`config.mk`:
```
export PLATFORM = sky130hd
export DESIGN_NAME = lsu_ctrl
export DESIGN_NICKNAME = d
export VERILOG_FILES = /design/src/rtl/lsu_ctrl.sv
export SDC_FILE = /design/constraint.sdc
export NUM_CORES = 1
export LEC_CHECK = 0
export ABC_AREA = 1
export CORE_ASPECT_RATIO = 1.1
export CORE_UTILIZATION = 47
export CTS_BUF_LIST = sky130_fd_sc_hd__clkbuf_16
export DETAILED_ROUTE_END_ITERATION = 10
export GPL_TIMING_DRIVEN = 0
export PLACE_DENSITY_LB_ADDON = 0.25
export SLEW_MARGIN = 30
export SYNTH_ARGS = -nofsm -noshare
export SYNTH_HDL_FRONTEND = slang
export SYNTH_SLANG_ARGS = --single-unit
```
`constraint.sdc`:
```
create_clock -name clk -period 5.8 [get_ports clk]
set_clock_uncertainty 0.1 [all_clocks]
set_input_delay 0.87 -clock clk [delete_from_list [all_inputs] [get_ports clk]]
set_output_delay 0.87 -clock clk [all_outputs]
set_load 0.01 [all_outputs]
```
`src/rtl/lsu_ctrl.sv`:
```
// Load/store sequencer: turns one byte/half/word request into one or two word-aligned
// memory transfers and merges split read data. Define MISALIGN_TRAP_EN to reject split accesses.
module lsu_ctrl #(
    parameter int ADDR_W = 32
) (
    input  logic              clk,
    input  logic              rst_n,
    input  logic              req_valid,
    output logic              req_ready,
    input  logic              req_we,
    input  logic [2:0]        req_funct3,
    input  logic [ADDR_W-1:0] req_addr,
    input  logic [31:0]       req_wdata,
    output logic              mem_valid,
    input  logic              mem_ready,
    output logic              mem_we,
    output logic [ADDR_W-1:0] mem_addr,
    output logic [31:0]       mem_wdata,
    output logic [3:0]        mem_wstrb,
    input  logic [31:0]       mem_rdata,
    output logic              resp_valid,
    output logic [31:0]       resp_word,
    output logic [1:0]        resp_rem,
    output logic [2:0]        resp_funct3,
    output logic              resp_err
);

    localparam logic [1:0] S_IDLE = 2'd0;
    localparam logic [1:0] S_ACC0 = 2'd1;
    localparam logic [1:0] S_ACC1 = 2'd2;
    localparam logic [1:0] S_RESP = 2'd3;

`ifdef MISALIGN_TRAP_EN
    localparam bit TRAP_SPLIT = 1'b1;
`else
    localparam bit TRAP_SPLIT = 1'b0;
`endif

    function automatic logic [63:0] lane_data(input logic [31:0] d, input logic [1:0] r);
        return {32'b0, d} << {r, 3'b000};
    endfunction

    function automatic logic [7:0] lane_strb(input logic [1:0] sz, input logic [1:0] r);
        logic [3:0] mask;
        case (sz)
            2'b00:   mask = 4'b0001;
            2'b01:   mask = 4'b0011;
            default: mask = 4'b1111;
        endcase
        return {4'b0000, mask} << r;
    endfunction

    function automatic logic [31:0] merge_word(input logic [31:0] hi, input logic [31:0] lo,
                                               input logic [1:0] r);
        logic [63:0] t;
        t = {hi, lo} >> {r, 3'b000};
        return t[31:0];
    endfunction

    logic [1:0]        state;
    logic              we_p0;
    logic [2:0]        f3_p0;
    logic [1:0]        rem_p0;
    logic              split_p0;
    logic [ADDR_W-1:0] base_p0;
    logic [63:0]       data_p0;
    logic [7:0]        strb_p0;
    logic [31:0]       lo_p1;
    logic [31:0]       word_p1;
    logic              err_p1;

    logic legal, split_req;

    always_comb begin
        legal = (req_funct3 == 3'b000) || (req_funct3 == 3'b001) || (req_funct3 == 3'b010) ||
                (!req_we && ((req_funct3 == 3'b100) || (req_funct3 == 3'b101)));
        split_req = ((req_funct3[1:0] == 2'b01) && (req_addr[1:0] == 2'b11)) ||
                    ((req_funct3[1:0] == 2'b10) && (req_addr[1:0] != 2'b00));
    end

    // Request capture, memory sequencing and response formation
    always_ff @(posedge clk or negedge rst_n) begin
        if (!rst_n) begin
            state    <= S_IDLE;
            we_p0    <= 1'b0;
            f3_p0    <= 3'b000;
            rem_p0   <= 2'b00;
            split_p0 <= 1'b0;
            base_p0  <= '0;
            data_p0  <= '0;
            strb_p0  <= '0;
            lo_p1    <= '0;
            word_p1  <= '0;
            err_p1   <= 1'b0;
        end else begin
            case (state)
                S_IDLE: if (req_valid) begin
                    we_p0    <= req_we;
                    f3_p0    <= req_funct3;
                    rem_p0   <= req_addr[1:0];
                    split_p0 <= split_req;
                    base_p0  <= {req_addr[ADDR_W-1:2], 2'b00};
                    data_p0  <= lane_data(req_wdata, req_addr[1:0]);
                    strb_p0  <= lane_strb(req_funct3[1:0], req_addr[1:0]);
                    word_p1  <= '0;
                    if (!legal || (split_req && TRAP_SPLIT)) begin
                        err_p1 <= 1'b1;
                        state  <= S_RESP;
                    end else begin
                        err_p1 <= 1'b0;
                        state  <= S_ACC0;
                    end
                end
                S_ACC0: if (mem_ready) begin
                    lo_p1 <= mem_rdata;
                    if (split_p0) begin
                        state <= S_ACC1;
                    end else begin
                        word_p1 <= we_p0 ? 32'b0 : mem_rdata;
                        state   <= S_RESP;
                    end
                end
                S_ACC1: if (mem_ready) begin
                    word_p1 <= we_p0 ? 32'b0 : merge_word(mem_rdata, lo_p1, rem_p0);
                    state   <= S_RESP;
                end
                default: state <= S_IDLE;
            endcase
        end
    end

    // Transfer and response outputs decoded from the current state
    always_comb begin
        req_ready   = (state == S_IDLE);
        mem_valid   = (state == S_ACC0) || (state == S_ACC1);
        mem_we      = mem_valid && we_p0;
        mem_addr    = '0;
        mem_wdata   = '0;
        mem_wstrb   = 4'b0000;
        if (state == S_ACC0) begin
            mem_addr  = base_p0;
            mem_wdata = data_p0[31:0];
            mem_wstrb = we_p0 ? strb_p0[3:0] : 4'b0000;
        end else if (state == S_ACC1) begin
            mem_addr  = base_p0 + ADDR_W'(4);
            mem_wdata = data_p0[63:32];
            mem_wstrb = we_p0 ? strb_p0[7:4] : 4'b0000;
        end
        resp_valid  = (state == S_RESP);
        resp_word   = resp_valid ? word_p1 : 32'b0;
        resp_rem    = (resp_valid && !split_p0) ? rem_p0 : 2'b00;
        resp_funct3 = resp_valid ? f3_p0 : 3'b000;
        resp_err    = resp_valid && err_p1;
    end

endmodule

```
==> Flow_metrics.wiki <==
{| class="wikitable"
! Metric !! Value
|-
| Worst r2r src || state[0]
|-
| Maximum net fanout on the critical path || 10
|-
| Post-detailed-route via-to-cell ratio || 5.49
|-
| Setup Fix Bufs, Post-CTS || 0
|-
| Failing checks || DRC
|-
| Overflow left after global routing || 0
|-
| Longest Clk Path Bufs || 2
|-
| Root buffer selected by CTS || sky130_fd_sc_hd__clkbuf_16
|-
| Initial core utilization || between 40% and 50%
|-
| Maximum operating frequency || 0.239 GHz
|-
| Sink Count || 167
|-
| Post-route DRC || 26
|-
| Post-synthesis cell type with the largest combined area || sky130_fd_sc_hd__dfrtp_1
|-
| Post-Syn Instances || 1364
|-
| Average wire per cell in the routed design || 18.0 um
|-
| Power density over the cells || slightly above 500 nW/um2
|-
| I/O Pins || 214
|-
| Number of enable-type register cells in the synthesized netlist || 0
|-
| Max-Cap Viols || 0
|-
| Die Y || between 150 and 200 um
|-
| Area of the core || 19900 um2
|-
| Post-layout util || 63.5%
|-
| Final Hold Violating Endpoints || 0
|-
| Layout net count || 1705
|-
| Minimum setup slack among reg-to-reg paths || 3.28 ns
|-
| Layout Area Growth over Synthesis || 31.7%
|-
| Number of synthesized register bits || 167
|-
| Full die area || 21000 um2
|-
| LEAKAGE || 6.26 nW
|-
| Post-synth ARST share || 100%
|-
| Area of placed instances || between 10000 and 15000 um2
|-
| Path type of the worst min-delay path || in2async
|-
| Worst setup EP type || output port
|-
| Share of layout cells above drive strength 1 || 6.16%
|-
| Worst EP arrival || 3.21 ns
|-
| Clock tree from TritonCTS || built
|-
| All-Layer GR Usage || 32.3%
|-
| First-pass iteration count of the detailed router || 9
|-
| H-Tree Depth || 4
|-
| Number of diodes || 0
|-
| Clock period minus worst slack || 4.18 ns
|-
| Area share of the largest cell type after synthesis || between 40 and 50%
|-
| Number of setup violations in the final report || 0
|-
| Category of the most critical setup path || reg2out
|-
| First DRT Iteration DRCs || 977
|-
| Maximum number of pins on one net before global-route repair || 86
|-
| Number of distinct library cells after synthesis || 43
|-
| Source-to-sink clock delay at the later pin of the worst-skew pair || 0.45 ns
|-
| Worst relative slew slack || 47.9%
|-
| Crit Reg-Reg Endpoint || data_p0[3]
|-
| Internal power component || approximately 3.6 mW
|-
| Commonest cells in the synthesized netlist || sky130_fd_sc_hd__nand2_1 (556), sky130_fd_sc_hd__dfrtp_1 (167), sky130_fd_sc_hd__inv_1 (146)
|-
| Outcome || complete, but fails checks
|-
| Detailed-route via count || 10.2k
|-
| Number of global-route vias before repair || 9954
|-
| Detail Route Antenna Nets || 0
|-
| Std-Cell Rows || 54
|-
| Largest stage delay, worst path || 0.64 ns
|-
| Power share of the sequential group || 31.8%
|-
| Total CTS buffers || 17
|-
| Crit path max-delay cell type || sky130_fd_sc_hd__clkdlybuf4s50_1
|-
| Detail Placement HPWL || 24200 um
|-
| Synthesis warning total || 0
|-
| Crit share post-route || 72.1%
|-
| Post-place setup slack || between 2 and 2.5 ns
|-
| Part of the Yosys area used for sequential elements || approximately 43%
|-
| Switching power total || 2.92 mW
|-
| Max Slew Vio Count || 0
|-
| Startpoint of the worst setup timing path || state[0]
|-
| Clk network pwr share || 17.4%
|-
| Worst hold slack || 0.330 ns
|-
| Routed wire length || around 33000 um
|-
| Gpl congestion || a little over 0.9
|-
| Number of antenna violations at the first check in global routing || 0
|-
| Port Buf Inserts || 210
|-
| Die boundary width || between 100 and 150 um
|-
| Peak supply drop || 300 uV
|-
| Setup ws final || approximately 1.6 ns
|-
| Kind of start point of the critical path || flip-flop
|-
| Slew at the pin closest to its max-slew limit || 0.782 ns
|-
| Required @ worst endpoint || 4.83 ns
|-
| Top flip-flop cell by instance count after synthesis || sky130_fd_sc_hd__dfrtp_1
|-
| Switch share || around 45%
|-
| Aggregate negative setup slack || 0 ns
|-
| Layout Cell Area excl Fill || 12700 um2
|-
| Syn Area/Cell || 7.04 um2
|-
| Post-cts resize count || 0
|-
| Cell count of the worst reg-to-reg path || 8
|-
| Combinational cell fraction of total power || roughly half
|-
| Setup repair after global routing missed its margin || no
|-
| Sequence of cells on the critical path || inv_1 > ha_1 > buf_2 > buf_1 > a21oi_1 > a211oi_1 > clkdlybuf4s50_1
|-
| Clock transition at the registers of the reported paths || 0.07 ns
|-
| Hold_buf cts || 0
|-
| Synthesized cell area || 9610 um2
|-
| CP endpoint || mem_wstrb[0]
|-
| Most frequent cell after synthesis || sky130_fd_sc_hd__nand2_1
|-
| First-pass GRT wire length || between 50000 and 60000 um
|-
| Synth top area cells || sky130_fd_sc_hd__dfrtp_1 (43%), sky130_fd_sc_hd__nand2_1 (22%), sky130_fd_sc_hd__inv_1 (5.7%)
|}
worst max-delay path, delay by kind of cell, from the launching register on:
kind / cells / cell delay, ns
buffers and inverters: 4 / 1.53
DFF: 1 / 0.41
adders and majority gates: 1 / 0.22
AOI/OAI and AO/OA: 2 / 0.60
kinds of logic (layout without fill, tap and decap cells):
kind of cell,count (synthesis),after routing,synth area share (%)
and+or+nand+nor,750,750,32.0
buffers and inverters,227,470,9.52
AOI/OAI and AO/OA,192,192,11.8
DFF,167,167,43.5
muxes,22,22,2.58
adders and majority gates,5,5,0.651
other,1,2,0.0390
power by group through the flow:
stage / sequential (mW) / combinational, mW / clock (mW)
floorplan: 1.95 / 2.01 / 0
global placement: 2.06 / 3.19 / 0
detailed placement: 2.07 / 3.26 / 0
CTS: 2.06 / 3.28 / 1.14
global route: 2.13 / 3.63 / 1.18
finish: 2.07 / 3.30 / 1.14
state kept, by name (all words and copies together) (netlist names):
register / flops
data_p0: 56
err_p1: 1
we_p0: 1
rem_p0: 2
f3_p0: 3
lo_p1: 32
state: 2
split_p0: 1
strb_p0: 7
word_p1: 32
base_p0: 30
layout make-up:
cell class | instances | area [um2]
repair buffers | 212 | 2160
multi-input cells | 971 | 4520
flip-flops and latches | 167 | 4180
clock inverters | 14 | 141
plain buffers | 77 | 352
clock buffers | 17 | 425
well taps | 252 | 315
fillers | 1866 | 7270
inverters | 150 | 563
worst min path at each step:
stage | to | slack, ns | depth (start not counted)
2_1_floorplan | word_p1[0] | 0.35 | 2
3_3_place_gp | word_p1[2] | 0.36 | 2
3_5_place_dp | word_p1[19] | 0.37 | 2
4_1_cts | word_p1[3] | 0.34 | 2
5_1_grt | word_p1[3] | 0.36 | 2
6_report | word_p1[3] | 0.33 | 2
metrics by stage:
step,total power [mW],std cells
global placement,5.25,1827
CTS,6.48,1860
global route,6.94,1860
floorplan,3.95,1365
detailed placement,5.33,1829
finish,6.51,1860
cells in the final DEF (no fill, tap or decap), drive strengths merged:
master / netlist / layout
a211oi: 3 / 3
a21oi: 23 / 23
a22oi: 1 / 1
a2bb2oi: 1 / 1
a31oi: 1 / 1
a32o: 1 / 1
and2: 10 / 10
and3: 1 / 1
buf: 33 / 36
bufinv: 0 / 1
clkbuf: 44 / 61
clkdlybuf4s50: 0 / 209
clkinv: 3 / 6
clkinvlp: 0 / 2
conb: 1 / 2
dfrtp: 167 / 167
ha: 5 / 5
inv: 147 / 155
mux2: 22 / 22
nand2: 558 / 558
nand3: 91 / 91
nand3b: 1 / 1
nand4: 10 / 10
nor2: 62 / 62
nor3: 11 / 11
nor3b: 1 / 1
o211ai: 10 / 10
o21ai: 96 / 96
o21bai: 2 / 2
o221a: 1 / 1
o221ai: 16 / 16
o22ai: 35 / 35
o2bb2ai: 1 / 1
o31ai: 1 / 1
or2: 5 / 5
routing by layer:
metal  wire length (um)  vias up  global-route usage [%]
li1                   -     4799                       -
met1              13500     4786                    40.8
met2              15900      530                    53.4
met3               2510       91                    5.36
met4               1510        0                    16.9
met5                  0        -                       0
No activity file was read; power rests on OpenSTA's default activity.
